[src/rtl/decode_stage_pkg.sv]
// Shared instruction IDs, opcode constants and the decoded-instruction record
// used by the decode core and the registered decode stage.
package decode_stage_pkg;

  localparam logic [5:0] INSTR_ADD     = 6'd1;
  localparam logic [5:0] INSTR_SUB     = 6'd2;
  localparam logic [5:0] INSTR_XOR     = 6'd3;
  localparam logic [5:0] INSTR_OR      = 6'd4;
  localparam logic [5:0] INSTR_AND     = 6'd5;
  localparam logic [5:0] INSTR_SLL     = 6'd6;
  localparam logic [5:0] INSTR_SRL     = 6'd7;
  localparam logic [5:0] INSTR_SRA     = 6'd8;
  localparam logic [5:0] INSTR_SLT     = 6'd9;
  localparam logic [5:0] INSTR_SLTU    = 6'd10;
  localparam logic [5:0] INSTR_ADDI    = 6'd11;
  localparam logic [5:0] INSTR_XORI    = 6'd12;
  localparam logic [5:0] INSTR_ORI     = 6'd13;
  localparam logic [5:0] INSTR_ANDI    = 6'd14;
  localparam logic [5:0] INSTR_SLLI    = 6'd15;
  localparam logic [5:0] INSTR_SRLI    = 6'd16;
  localparam logic [5:0] INSTR_SRAI    = 6'd17;
  localparam logic [5:0] INSTR_SLTI    = 6'd18;
  localparam logic [5:0] INSTR_SLTIU   = 6'd19;
  localparam logic [5:0] INSTR_LB      = 6'd20;
  localparam logic [5:0] INSTR_LH      = 6'd21;
  localparam logic [5:0] INSTR_LW      = 6'd22;
  localparam logic [5:0] INSTR_LBU     = 6'd23;
  localparam logic [5:0] INSTR_LHU     = 6'd24;
  localparam logic [5:0] INSTR_SB      = 6'd25;
  localparam logic [5:0] INSTR_SH      = 6'd26;
  localparam logic [5:0] INSTR_SW      = 6'd27;
  localparam logic [5:0] INSTR_BEQ     = 6'd28;
  localparam logic [5:0] INSTR_BNE     = 6'd29;
  localparam logic [5:0] INSTR_BLT     = 6'd30;
  localparam logic [5:0] INSTR_BGE     = 6'd31;
  localparam logic [5:0] INSTR_BLTU    = 6'd32;
  localparam logic [5:0] INSTR_BGEU    = 6'd33;
  localparam logic [5:0] INSTR_JAL     = 6'd34;
  localparam logic [5:0] INSTR_JALR    = 6'd35;
  localparam logic [5:0] INSTR_LUI     = 6'd36;
  localparam logic [5:0] INSTR_AUIPC   = 6'd37;
  localparam logic [5:0] INSTR_FENCE   = 6'd38;
  localparam logic [5:0] INSTR_FENCE_I = 6'd39;
  // M-ops occupy 40..47 in funct3 order so the core can form the ID as {3'b101, funct3}
  localparam logic [5:0] INSTR_MUL     = 6'd40;
  localparam logic [5:0] INSTR_MULH    = 6'd41;
  localparam logic [5:0] INSTR_MULHSU  = 6'd42;
  localparam logic [5:0] INSTR_MULHU   = 6'd43;
  localparam logic [5:0] INSTR_DIV     = 6'd44;
  localparam logic [5:0] INSTR_DIVU    = 6'd45;
  localparam logic [5:0] INSTR_REM     = 6'd46;
  localparam logic [5:0] INSTR_REMU    = 6'd47;
  localparam logic [5:0] INSTR_CSRRW   = 6'd48;
  localparam logic [5:0] INSTR_CSRRS   = 6'd49;
  localparam logic [5:0] INSTR_CSRRC   = 6'd50;
  localparam logic [5:0] INSTR_CSRRWI  = 6'd51;
  localparam logic [5:0] INSTR_CSRRSI  = 6'd52;
  localparam logic [5:0] INSTR_CSRRCI  = 6'd53;
  localparam logic [5:0] INSTR_ECALL   = 6'd54;
  localparam logic [5:0] INSTR_EBREAK  = 6'd55;
  localparam logic [5:0] INSTR_MRET    = 6'd56;
  localparam logic [5:0] INSTR_INVALID = 6'd63;

  localparam logic [6:0] OPC_OP       = 7'h33;
  localparam logic [6:0] OPC_OP_IMM   = 7'h13;
  localparam logic [6:0] OPC_LOAD     = 7'h03;
  localparam logic [6:0] OPC_STORE    = 7'h23;
  localparam logic [6:0] OPC_BRANCH   = 7'h63;
  localparam logic [6:0] OPC_JAL      = 7'h6F;
  localparam logic [6:0] OPC_JALR     = 7'h67;
  localparam logic [6:0] OPC_LUI      = 7'h37;
  localparam logic [6:0] OPC_AUIPC    = 7'h17;
  localparam logic [6:0] OPC_MISC_MEM = 7'h0F;
  localparam logic [6:0] OPC_SYSTEM   = 7'h73;

  typedef struct packed {
    logic [5:0]  instr_id;
    logic [6:0]  opcode;
    logic [4:0]  rs1;
    logic [4:0]  rs2;
    logic [4:0]  rd;
    logic        rs1_valid;
    logic        rs2_valid;
    logic        rd_valid;
    logic [31:0] imm;
    logic        illegal;
  } decoded_t;

endpackage

[src/rtl/decode_stage_core.sv]
// Purely combinational RV32I(+M, +Zicsr) decoder: instruction word to ID,
// register fields, valid flags and extended immediate.
module decode_core
  import decode_stage_pkg::*;
#(
  parameter bit ENABLE_M     = 1'b1,
  parameter bit ENABLE_ZICSR = 1'b1,
  parameter bit SUPPRESS_X0  = 1'b1
) (
  input  logic [31:0] instr_i,
  output decoded_t    dec_o
);

  logic [6:0]  opcode;
  logic [2:0]  f3;
  logic [6:0]  f7;
  logic [31:0] immI, immS, immB, immU, immJ, immCsr;
  logic [5:0]  id;
  logic        useRs1, useRs2, useRd, keepUimm;
  logic [31:0] imm;

  assign opcode = instr_i[6:0];
  assign f3     = instr_i[14:12];
  assign f7     = instr_i[31:25];
  assign immI   = {{20{instr_i[31]}}, instr_i[31:20]};
  assign immS   = {{20{instr_i[31]}}, instr_i[31:25], instr_i[11:7]};
  assign immB   = {{19{instr_i[31]}}, instr_i[31], instr_i[7], instr_i[30:25], instr_i[11:8], 1'b0};
  assign immU   = {instr_i[31:12], 12'h000};
  assign immJ   = {{11{instr_i[31]}}, instr_i[31], instr_i[19:12], instr_i[20], instr_i[30:21], 1'b0};
  assign immCsr = {20'h00000, instr_i[31:20]};

  always_comb begin
    id       = INSTR_INVALID;
    useRs1   = 1'b0;
    useRs2   = 1'b0;
    useRd    = 1'b0;
    keepUimm = 1'b0;
    imm      = 32'h0;
    unique case (opcode)
      OPC_OP: begin
        {useRs1, useRs2, useRd} = 3'b111;
        if (f7 == 7'h00) begin
          case (f3)
            3'd0: id = INSTR_ADD;
            3'd1: id = INSTR_SLL;
            3'd2: id = INSTR_SLT;
            3'd3: id = INSTR_SLTU;
            3'd4: id = INSTR_XOR;
            3'd5: id = INSTR_SRL;
            3'd6: id = INSTR_OR;
            default: id = INSTR_AND;
          endcase
        end else if (f7 == 7'h20) begin
          if (f3 == 3'd0) id = INSTR_SUB;
          else if (f3 == 3'd5) id = INSTR_SRA;
        end else if (f7 == 7'h01 && ENABLE_M) begin
          id = {3'b101, f3};
        end
      end
      OPC_OP_IMM: begin
        {useRs1, useRd} = 2'b11;
        imm = immI;
        case (f3)
          3'd0: id = INSTR_ADDI;
          3'd2: id = INSTR_SLTI;
          3'd3: id = INSTR_SLTIU;
          3'd4: id = INSTR_XORI;
          3'd6: id = INSTR_ORI;
          3'd7: id = INSTR_ANDI;
          3'd1: if (f7 == 7'h00) id = INSTR_SLLI;
          default: begin
            if (f7 == 7'h00) id = INSTR_SRLI;
            else if (f7 == 7'h20) id = INSTR_SRAI;
          end
        endcase
      end
      OPC_LOAD: begin
        {useRs1, useRd} = 2'b11;
        imm = immI;
        case (f3)
          3'd0: id = INSTR_LB;
          3'd1: id = INSTR_LH;
          3'd2: id = INSTR_LW;
          3'd4: id = INSTR_LBU;
          3'd5: id = INSTR_LHU;
          default: id = INSTR_INVALID;
        endcase
      end
      OPC_STORE: begin
        {useRs1, useRs2} = 2'b11;
        imm = immS;
        case (f3)
          3'd0: id = INSTR_SB;
          3'd1: id = INSTR_SH;
          3'd2: id = INSTR_SW;
          default: id = INSTR_INVALID;
        endcase
      end
      OPC_BRANCH: begin
        {useRs1, useRs2} = 2'b11;
        imm = immB;
        case (f3)
          3'd0: id = INSTR_BEQ;
          3'd1: id = INSTR_BNE;
          3'd4: id = INSTR_BLT;
          3'd5: id = INSTR_BGE;
          3'd6: id = INSTR_BLTU;
          3'd7: id = INSTR_BGEU;
          default: id = INSTR_INVALID;
        endcase
      end
      OPC_JAL: begin
        useRd = 1'b1;
        imm   = immJ;
        id    = INSTR_JAL;
      end
      OPC_JALR: begin
        {useRs1, useRd} = 2'b11;
        imm = immI;
        if (f3 == 3'd0) id = INSTR_JALR;
      end
      OPC_LUI: begin
        useRd = 1'b1;
        imm   = immU;
        id    = INSTR_LUI;
      end
      OPC_AUIPC: begin
        useRd = 1'b1;
        imm   = immU;
        id    = INSTR_AUIPC;
      end
      OPC_MISC_MEM: begin
        if (f3 == 3'd0) id = INSTR_FENCE;
        else if (f3 == 3'd1) id = INSTR_FENCE_I;
      end
      OPC_SYSTEM: begin
        if (ENABLE_ZICSR) begin
          // The *I variants reuse the rs1 slot for the 5-bit uimm, which is not a register read
          case (f3)
            3'd0: begin
              imm = immI;
              if (instr_i == 32'h00000073) id = INSTR_ECALL;
              else if (instr_i == 32'h00100073) id = INSTR_EBREAK;
              else if (instr_i == 32'h30200073) id = INSTR_MRET;
            end
            3'd1, 3'd2, 3'd3: begin
              {useRs1, useRd} = 2'b11;
              imm = immCsr;
              id  = INSTR_CSRRW + {4'd0, f3[1:0]} - 6'd1;
            end
            3'd5, 3'd6, 3'd7: begin
              {keepUimm, useRd} = 2'b11;
              imm = immCsr;
              id  = INSTR_CSRRWI + {4'd0, f3[1:0]} - 6'd1;
            end
            default: id = INSTR_INVALID;
          endcase
        end
      end
      default: id = INSTR_INVALID;
    endcase
  end

  always_comb begin
    dec_o          = '0;
    dec_o.instr_id = id;
    dec_o.opcode   = opcode;
    dec_o.illegal  = (id == INSTR_INVALID);
    if (!dec_o.illegal) begin
      dec_o.imm       = imm;
      dec_o.rs1       = (useRs1 || keepUimm) ? instr_i[19:15] : 5'd0;
      dec_o.rs2       = useRs2 ? instr_i[24:20] : 5'd0;
      dec_o.rd        = useRd ? instr_i[11:7] : 5'd0;
      dec_o.rs1_valid = useRs1;
      dec_o.rs2_valid = useRs2;
      dec_o.rd_valid  = useRd && !(SUPPRESS_X0 && instr_i[11:7] == 5'd0);
    end
  end

endmodule

[src/rtl/decode_stage.sv]
// Registered decode stage: decode core feeding an output register (OR) backed
// by a one-entry skid register (SR), with valid/ready on both sides and flush.
module decode_stage
  import decode_stage_pkg::*;
#(
  parameter int PC_WIDTH     = 32,
  parameter bit ENABLE_M     = 1'b1,
  parameter bit ENABLE_ZICSR = 1'b1,
  parameter bit SUPPRESS_X0  = 1'b1
) (
  input  logic                clk,
  input  logic                rst_n,
  input  logic                flush,
  input  logic                in_valid,
  output logic                in_ready,
  input  logic [31:0]         in_instr,
  input  logic [PC_WIDTH-1:0] in_pc,
  output logic                out_valid,
  input  logic                out_ready,
  output logic [PC_WIDTH-1:0] out_pc,
  output logic [5:0]          out_instr_id,
  output logic [6:0]          out_opcode,
  output logic [4:0]          out_rs1,
  output logic [4:0]          out_rs2,
  output logic [4:0]          out_rd,
  output logic                out_rs1_valid,
  output logic                out_rs2_valid,
  output logic                out_rd_valid,
  output logic [31:0]         out_imm,
  output logic                out_illegal
);

  decoded_t              inDec;
  decoded_t              or_dec_q, or_dec_d, sr_dec_q, sr_dec_d;
  logic [PC_WIDTH-1:0]   or_pc_q, or_pc_d, sr_pc_q, sr_pc_d;
  logic                  or_valid_q, or_valid_d, sr_valid_q, sr_valid_d;
  logic                  accept, orFree;

  decode_core #(
    .ENABLE_M    (ENABLE_M),
    .ENABLE_ZICSR(ENABLE_ZICSR),
    .SUPPRESS_X0 (SUPPRESS_X0)
  ) u_core (
    .instr_i(in_instr),
    .dec_o  (inDec)
  );

  // in_ready comes straight from the SR flop, so accepting never waits on out_ready
  assign accept = in_valid && !sr_valid_q && !flush;
  assign orFree = !or_valid_q || out_ready;

  always_comb begin
    or_dec_d   = or_dec_q;
    or_pc_d    = or_pc_q;
    or_valid_d = or_valid_q;
    sr_dec_d   = sr_dec_q;
    sr_pc_d    = sr_pc_q;
    sr_valid_d = sr_valid_q;
    if (flush) begin
      or_valid_d = 1'b0;
      sr_valid_d = 1'b0;
    end else if (orFree) begin
      if (sr_valid_q) begin
        or_dec_d   = sr_dec_q;
        or_pc_d    = sr_pc_q;
        or_valid_d = 1'b1;
        sr_valid_d = 1'b0;
      end else begin
        or_valid_d = accept;
        if (accept) begin
          or_dec_d = inDec;
          or_pc_d  = in_pc;
        end
      end
    end else if (accept) begin
      sr_dec_d   = inDec;
      sr_pc_d    = in_pc;
      sr_valid_d = 1'b1;
    end
  end

  always_ff @(posedge clk or negedge rst_n) begin
    if (!rst_n) begin
      or_dec_q   <= '0;
      or_pc_q    <= '0;
      or_valid_q <= 1'b0;
      sr_dec_q   <= '0;
      sr_pc_q    <= '0;
      sr_valid_q <= 1'b0;
    end else begin
      or_dec_q   <= or_dec_d;
      or_pc_q    <= or_pc_d;
      or_valid_q <= or_valid_d;
      sr_dec_q   <= sr_dec_d;
      sr_pc_q    <= sr_pc_d;
      sr_valid_q <= sr_valid_d;
    end
  end

  assign in_ready      = !sr_valid_q;
  assign out_valid     = or_valid_q;
  assign out_pc        = or_pc_q;
  assign out_instr_id  = or_dec_q.instr_id;
  assign out_opcode    = or_dec_q.opcode;
  assign out_rs1       = or_dec_q.rs1;
  assign out_rs2       = or_dec_q.rs2;
  assign out_rd        = or_dec_q.rd;
  assign out_rs1_valid = or_dec_q.rs1_valid;
  assign out_rs2_valid = or_dec_q.rs2_valid;
  assign out_rd_valid  = or_dec_q.rd_valid;
  assign out_imm       = or_dec_q.imm;
  assign out_illegal   = or_dec_q.illegal;

endmodule

[config.mk]
export PLATFORM = sky130hd
export DESIGN_NAME = decode_stage
export DESIGN_NICKNAME = d
export VERILOG_FILES = /design/src/rtl/decode_stage_pkg.sv /design/src/rtl/decode_stage_core.sv /design/src/rtl/decode_stage.sv
export SDC_FILE = /design/constraint.sdc
export NUM_CORES = 1
export LEC_CHECK = 0
export BUFFER_PORTS_ARGS = -buffer_cell sky130_fd_sc_hd__buf_4
export CAP_MARGIN = 20
export CORE_ASPECT_RATIO = 0.8
export CORE_MARGIN = 1.5
export CORE_UTILIZATION = 50
export CTS_BUF_LIST = sky130_fd_sc_hd__clkbuf_4 sky130_fd_sc_hd__clkbuf_8
export DETAILED_ROUTE_END_ITERATION = 8
export MAX_ROUTING_LAYER = met4
export PLACE_DENSITY_LB_ADDON = 0.15
export SLEW_MARGIN = 20
export SYNTH_ARGS = -nofsm -noshare
export SYNTH_HDL_FRONTEND = slang
export SYNTH_HIERARCHICAL = 1
export SYNTH_SLANG_ARGS = --single-unit
[constraint.sdc]
create_clock -name clk -period 1.54 [get_ports clk]
set_input_delay 0.308 -clock clk [delete_from_list [all_inputs] [get_ports clk]]
set_output_delay 0.308 -clock clk [all_outputs]
set_load 0.03 [all_outputs]
# ---- Word level (Yosys, flattened, before mapping)
# Cells that the tools add are included.
dict set report op_classes {
  muxes 44
  addsub 4
  reduce_logical 25
  bitwise_logic 2
  n_eq_ne 24
}
# op n
set op_table {}
lappend op_table {{$pmux W32 S6} 1}
lappend op_table {{$mux W64} 2}
lappend op_table {{$pmux W6 S11} 1}
lappend op_table {{$mux W32} 2}
lappend op_table {{$pmux W32 S2} 1}
lappend op_table {{$mux W6} 10}
lappend op_table {{$mux W50} 1}
lappend op_table {{$pmux W6 S7} 1}
lappend op_table {{$pmux W6 S3} 2}
lappend op_table {{$pmux W6 S6} 1}
lappend op_table {{$eq A32 B21 Y1 const B} 1}
lappend op_table {{$eq A32 B30 Y1 const B} 1}
lappend op_table {{$eq A32 B7 Y1 const B} 1}
lappend op_table {{$mux W5} 6}
lappend op_table {{$pmux W6 S5} 1}
lappend op_table {{$eq A7 B6 Y1 const B} 4}
lappend op_table {{$eq A7 B7 Y1 const B} 4}
lappend op_table {{$pmux W4 S7} 1}
lappend op_table {{$eq A7 B5 Y1 const B} 2}
lappend op_table {{$add A5 B3 Y6 const A} 2}
lappend op_table {{$eq A3 B3 Y1 const B} 4}
lappend op_table {{$reduce_or A3 Y1} 4}
lappend op_table {{$reduce_or A6 Y1} 2}
lappend op_table {{$sub A6 B1 Y6 const B} 2}
lappend op_table {{other kinds (21)} 42}
dict set report word_totals {
  in_bits 69
  wordCells 123
  reg_bits 194
  output_inout_bits 98
}

# ---- Longest topological paths before layout
dict set report depth {
  word_depth 10
  depth_mapped 16
  ltp_nobuf 11
}

# ---- Cells and area by module
# The synthesis kept the hierarchy.
# mod n_inst cells_each area_each_um2 seq_area_each_um2
set modules_own_cells {}
lappend modules_own_cells {decode_stage 1 522 8390.5 4854.7}
lappend modules_own_cells {decode_core 1 350 2303.5 0.0}

# ---- Least setup slack after synthesis
# OpenSTA, ideal clock, no wires.
dict set report synth_timing {
  path_type {input to register}
  from {in in_instr[12]}
  to {reg or_dec_q, in the netlist out_illegal}
  required_time_ps 1415
  t_arrival_ps 3120
  setup_ps 125
  slack_ps -1704
  path_stages 13
  n_path_buf 3
  path_cell_list {clkbuf_1 > inv_1 > ha_1 > clkbuf_1 > or3_1 > nor4_1 > nor3b_1 > or4_1 > and4b_1 > buf_2 > and2_1 > mux2_2 > mux2_2}
}
# element line
set synth_lines {}
lappend synth_lines {{start, declared} decode_stage.sv:16} ;# input logic [31:0] in_instr,
lappend synth_lines {{end signal, assigned} decode_stage.sv:91} ;# or_dec_q <= or_dec_d;
lappend synth_lines {{end, declared} decode_stage.sv:34} ;# decoded_t or_dec_q, or_dec_d, sr_dec_q, sr_dec_d;

==> impl_metrics.py <==
metrics = {
    "global_routing": {
        "grtUsageMet2": 0.510,
        "grtUsageMet1": 0.449,
        "grt-busiest-layer": "met2",
        "grt_pass1_vias": 9276,
        "grt_use_met3": 0.0510,
        "grt_pass1_wl_mm": 54.5,
        "grt_use_total": 0.329,
        "grt_max_degree": 45,
        "overflow": 0,
        "antenna_found_initial": 0,
    },
    "logic_synthesis": {
        "synth_top_area_cell": "dfrtp_1",
        "synth_edf_count": 0,
        "postSynthCellCount": 872,
        "synth.ff_latch_count": 194,
        "yosysSeqAreaShare": 0.454,
        "synth_area_leaders": "dfrtp_1 (45%), mux2_2 (27%), a21oi_2 (3.8%), mux2_1 (3.5%), buf_6 (2.0%)",
        "synth_compound_area_frac": 0.0984,
        "synth_top_family_by_area": "multiplexers",
        "yosysUniqueCellTypes": 70,
        "synth-simple-area-share": 0.0811,
        "synthMuxAreaShare": 0.306,
        "yosysWarnings": 6,
        "mappedNetlistNets": 946,
        "synthArstFlopShare": 1.00,
        "synth_xor_area_frac": 0.000819,
        "synth_top_area_share": 0.454,
        "yosys_most_used_dff": "dfrtp_1",
        "netlist_area_um2": 10700,
        "avgSynthCellArea_um2": 12.3,
        "yosys.area_share.adder": 0.00585,
    },
    "setup_path": {
        "worstSetupPathType": "input pin to flip-flop",
        "cp_slowest_cell": "or4_4",
        "cp.buffers_inverters": 4,
        "setup.worst_path.start_class": "input pin",
        "crit_chain": "buf_12, clkinvlp_4, ha_4, buf_8, buf_4, nor2_4, nor2_2, or4_1, or4_4, nor2b_4, and2_4, mux2_2, mux2_4",
        "required_ns": 1.92,
        "crit_arrival_ns": 3.13,
        "crit_fanout": 6,
        "path_delay_family": "simple AND/OR/NAND/NOR gates",
        "crit_path_max_incr_delay_ns": 0.58,
        "cp-end-kind": "flip-flop",
    },
    "status": {
        "violations": "DRC, setup timing",
        "status": "finished with violations",
    },
    "layout": {
        "nets": 1295,
        "layout_common_cells": "buf_4 (308), dfrtp_1 (192), mux2_4 (164)",
        "areaGrowthSynthToFinish_pct": 51.9,
        "layout_commonest_cell": "buf_4",
        "num_antenna_cells": 0,
        "final_cell_count_no_fill": 1503,
        "drive_gt1_frac": 0.661,
    },
    "placement": {
        "port_buffers": 166,
        "dp_hpwl_mm": 20.4,
        "place.gp.congestion": 0.996,
        "placedCellCount": 1385,
    },
    "route": {
        "ant_nets": 0,
        "drtIter0Drc": 650,
        "wl_per_cell_um": 24.1,
        "routed_wl_mm": 36.3,
        "first_pass_iters": 7,
        "vias": 8891,
        "vias_per_cell": 5.92,
        "drc": 11,
    },
    "power_and_ir_drop": {
        "clkPwrFrac": 0.264,
        "peakVddDrop_mv": 0.752,
        "netSwitchingFraction": 0.337,
        "combPwrFrac": 0.287,
        "pwr_density_cell_nw_per_um2": 822,
        "switchingPower_mw": 4.50,
        "seqPwrFrac": 0.449,
        "p_int_mw": 8.86,
        "p_leak_nw": 7.45,
    },
    "floorplan": {
        "start_util": 0.514,
        "ioPinCount": 167,
        "rows": 47,
        "die_x_um": 167,
        "die_h_um": 134,
        "dieArea_um2": 22300,
        "core_um2": 20800,
    },
    "sta": {
        "relSlewSlack": 0.565,
        "skew_ns": 0.0167,
        "slew_viol_final": 0,
        "finalSetupViolations": 188,
        "min_period_ns": 2.75,
        "final-hold-violation-count": 0,
        "worst_pin_slew_ns": 0.645,
        "setup_slack_ns": -1.21,
        "rsz0062_at_grt": "yes",
        "clock.fmax_mhz": 364,
        "setup_tns_ns": -124.97,
        "fin_crit_sh": 1.78,
    },
    "cts": {
        "cts.sinks": 194,
        "clockBufferDepth": 2,
        "ctsHtreeMaxLevel": 4,
        "cts_inserted_buffers": 17,
        "root_buffer": "clkbuf_8",
        "path_clk_slew_ns": 0.12,
        "insertion_delay_ns": 0.49,
        "cts_tree": "done",
    },
    "run": {
        "drv_cap": 0,
    },
    "hold_path": {
        "min_path_type": "input pin to flip-flop",
    },
}
==> per-layer routing <==
layer	up-vias	part of all wire
li1	3866	-
met1	4606	0.44
met2	359	0.47
met3	60	0.064
met4	0	0.021
met5	-	0
==> worst reg2reg max path, cell delays in order (launching register included) <==
cell and delay [ns]:
dfrtp_4 0.52, buf_6 0.14, buf_12 0.14, buf_12 0.14, buf_16 0.14, mux2_4 0.31
mux2_4 0.26
==> synth_stat cells, types with 4 or more instances <==
library cell and number:
a22oi_1 7, and2_1 4, nor3_1 14, o21ai_0 19, buf_4 9, clkbuf_1 22
nand3_1 7, buf_2 13, a21oi_2 46, buf_1 5, nor4b_1 4, a21oi_1 37
nand2b_1 6, ha_1 5, nand2_1 39, inv_1 10, nor2_1 23, mux2_1 33
mux2_2 255, nor2b_1 6, dfrtp_1 194, nand3b_1 4, buf_6 19, or3_1 13
nor3b_1 4, nor4_1 4
==> metrics by stage <==
| stage | hold slack (ns) | power [mW] | util | area, µm² | setup slack, ns |
|---|---|---|---|---|---|
| detailed placement | 0.279 | 8.99 | 0.637 | 13300 | -1.89 |
| global route | 0.00862 | 13.8 | 0.781 | 16200 | -1.25 |
| finish | 0.0234 | 13.4 | 0.781 | 16200 | -1.21 |
| floorplan | 0.0124 | 7.76 | - | 10900 | -1.52 |
| CTS | 0.00874 | 13.2 | 0.768 | 16000 | -1.16 |
| global placement | 0.284 | 8.92 | 0.637 | 13300 | -1.83 |
==> layout make-up <==
class | count | area (µm²)
Tap cell | 269 | 337
Inverter | 10 | 53.8
Clock inverter | 15 | 183
Fill cell | 1252 | 4570
Sequential cell | 194 | 4860
Multi-Input combinational cell | 597 | 6600
Timing Repair Buffer | 401 | 3980
Clock buffer | 17 | 234
==> power by group through the flow <==
stage               combinational, mW  clock [mW]  sequential (mW)
detailed placement               2.94           0             6.04
global placement                 2.91           0             6.02
CTS                              3.71        3.56             5.95
global route                     4.00        3.77             6.05
finish                           3.84        3.53             6.00
floorplan                        1.29           0             6.47
==> logic make-up (layout without fill, tap and decap cells) <==
logic type,Yosys count,in the layout
muxes,291,291
DFF,194,194
adders and majority gates,5,5
buffers and inverters,83,443
AOI/OAI and AO/OA,145,145
and+or+nand+nor,153,155
xor gates and xnor gates,1,1
==> path summary, 6_finish.rpt <==
path	start	endpoint	slack, ns	cells past startpoint
worst max-delay path	in_instr[13]	out_illegal	-1.21	13
worst min-delay path	flush	sr_valid_q	0.02	2
worst max register to register	sr_valid_q	out_rs2[2]	-0.21	6
worst min register to register	sr_dec_q[16]	sr_dec_q[16]	0.50	1
max in group asynchronous	rst_n	sr_dec_q[43]	0.65	3
min in group asynchronous	rst_n	sr_dec_q[19]	0.31	2
==> state kept, by name, indices dropped and copies added (netlist names) <==
| signal | count |
|---|---|
| out_rs1_valid | 1 |
| out_instr_id | 6 |
| sr_valid_q | 1 |
| out_rs2 | 5 |
| sr_pc_q | 32 |
| out_imm | 32 |
| sr_dec_q | 64 |
| out_illegal | 1 |
| out_rs2_valid | 1 |
| out_rd_valid | 1 |
| out_pc | 32 |
| out_rs1 | 5 |
| out_opcode | 7 |
| out_rd | 5 |
| out_valid | 1 |
==> what timing repair did <==
action / in CTS / in global routing
setup buffers: 47 / 27
pin swaps: 72 / 21
gates cloned: 28 / 3
endpoints found under the setup margin: 169 / 193
gates resized for setup: 277 / 78
hold buffers: 1 / 0
hold endpoints to repair: 36 / 0
Power figures use the tool's default switching activity.
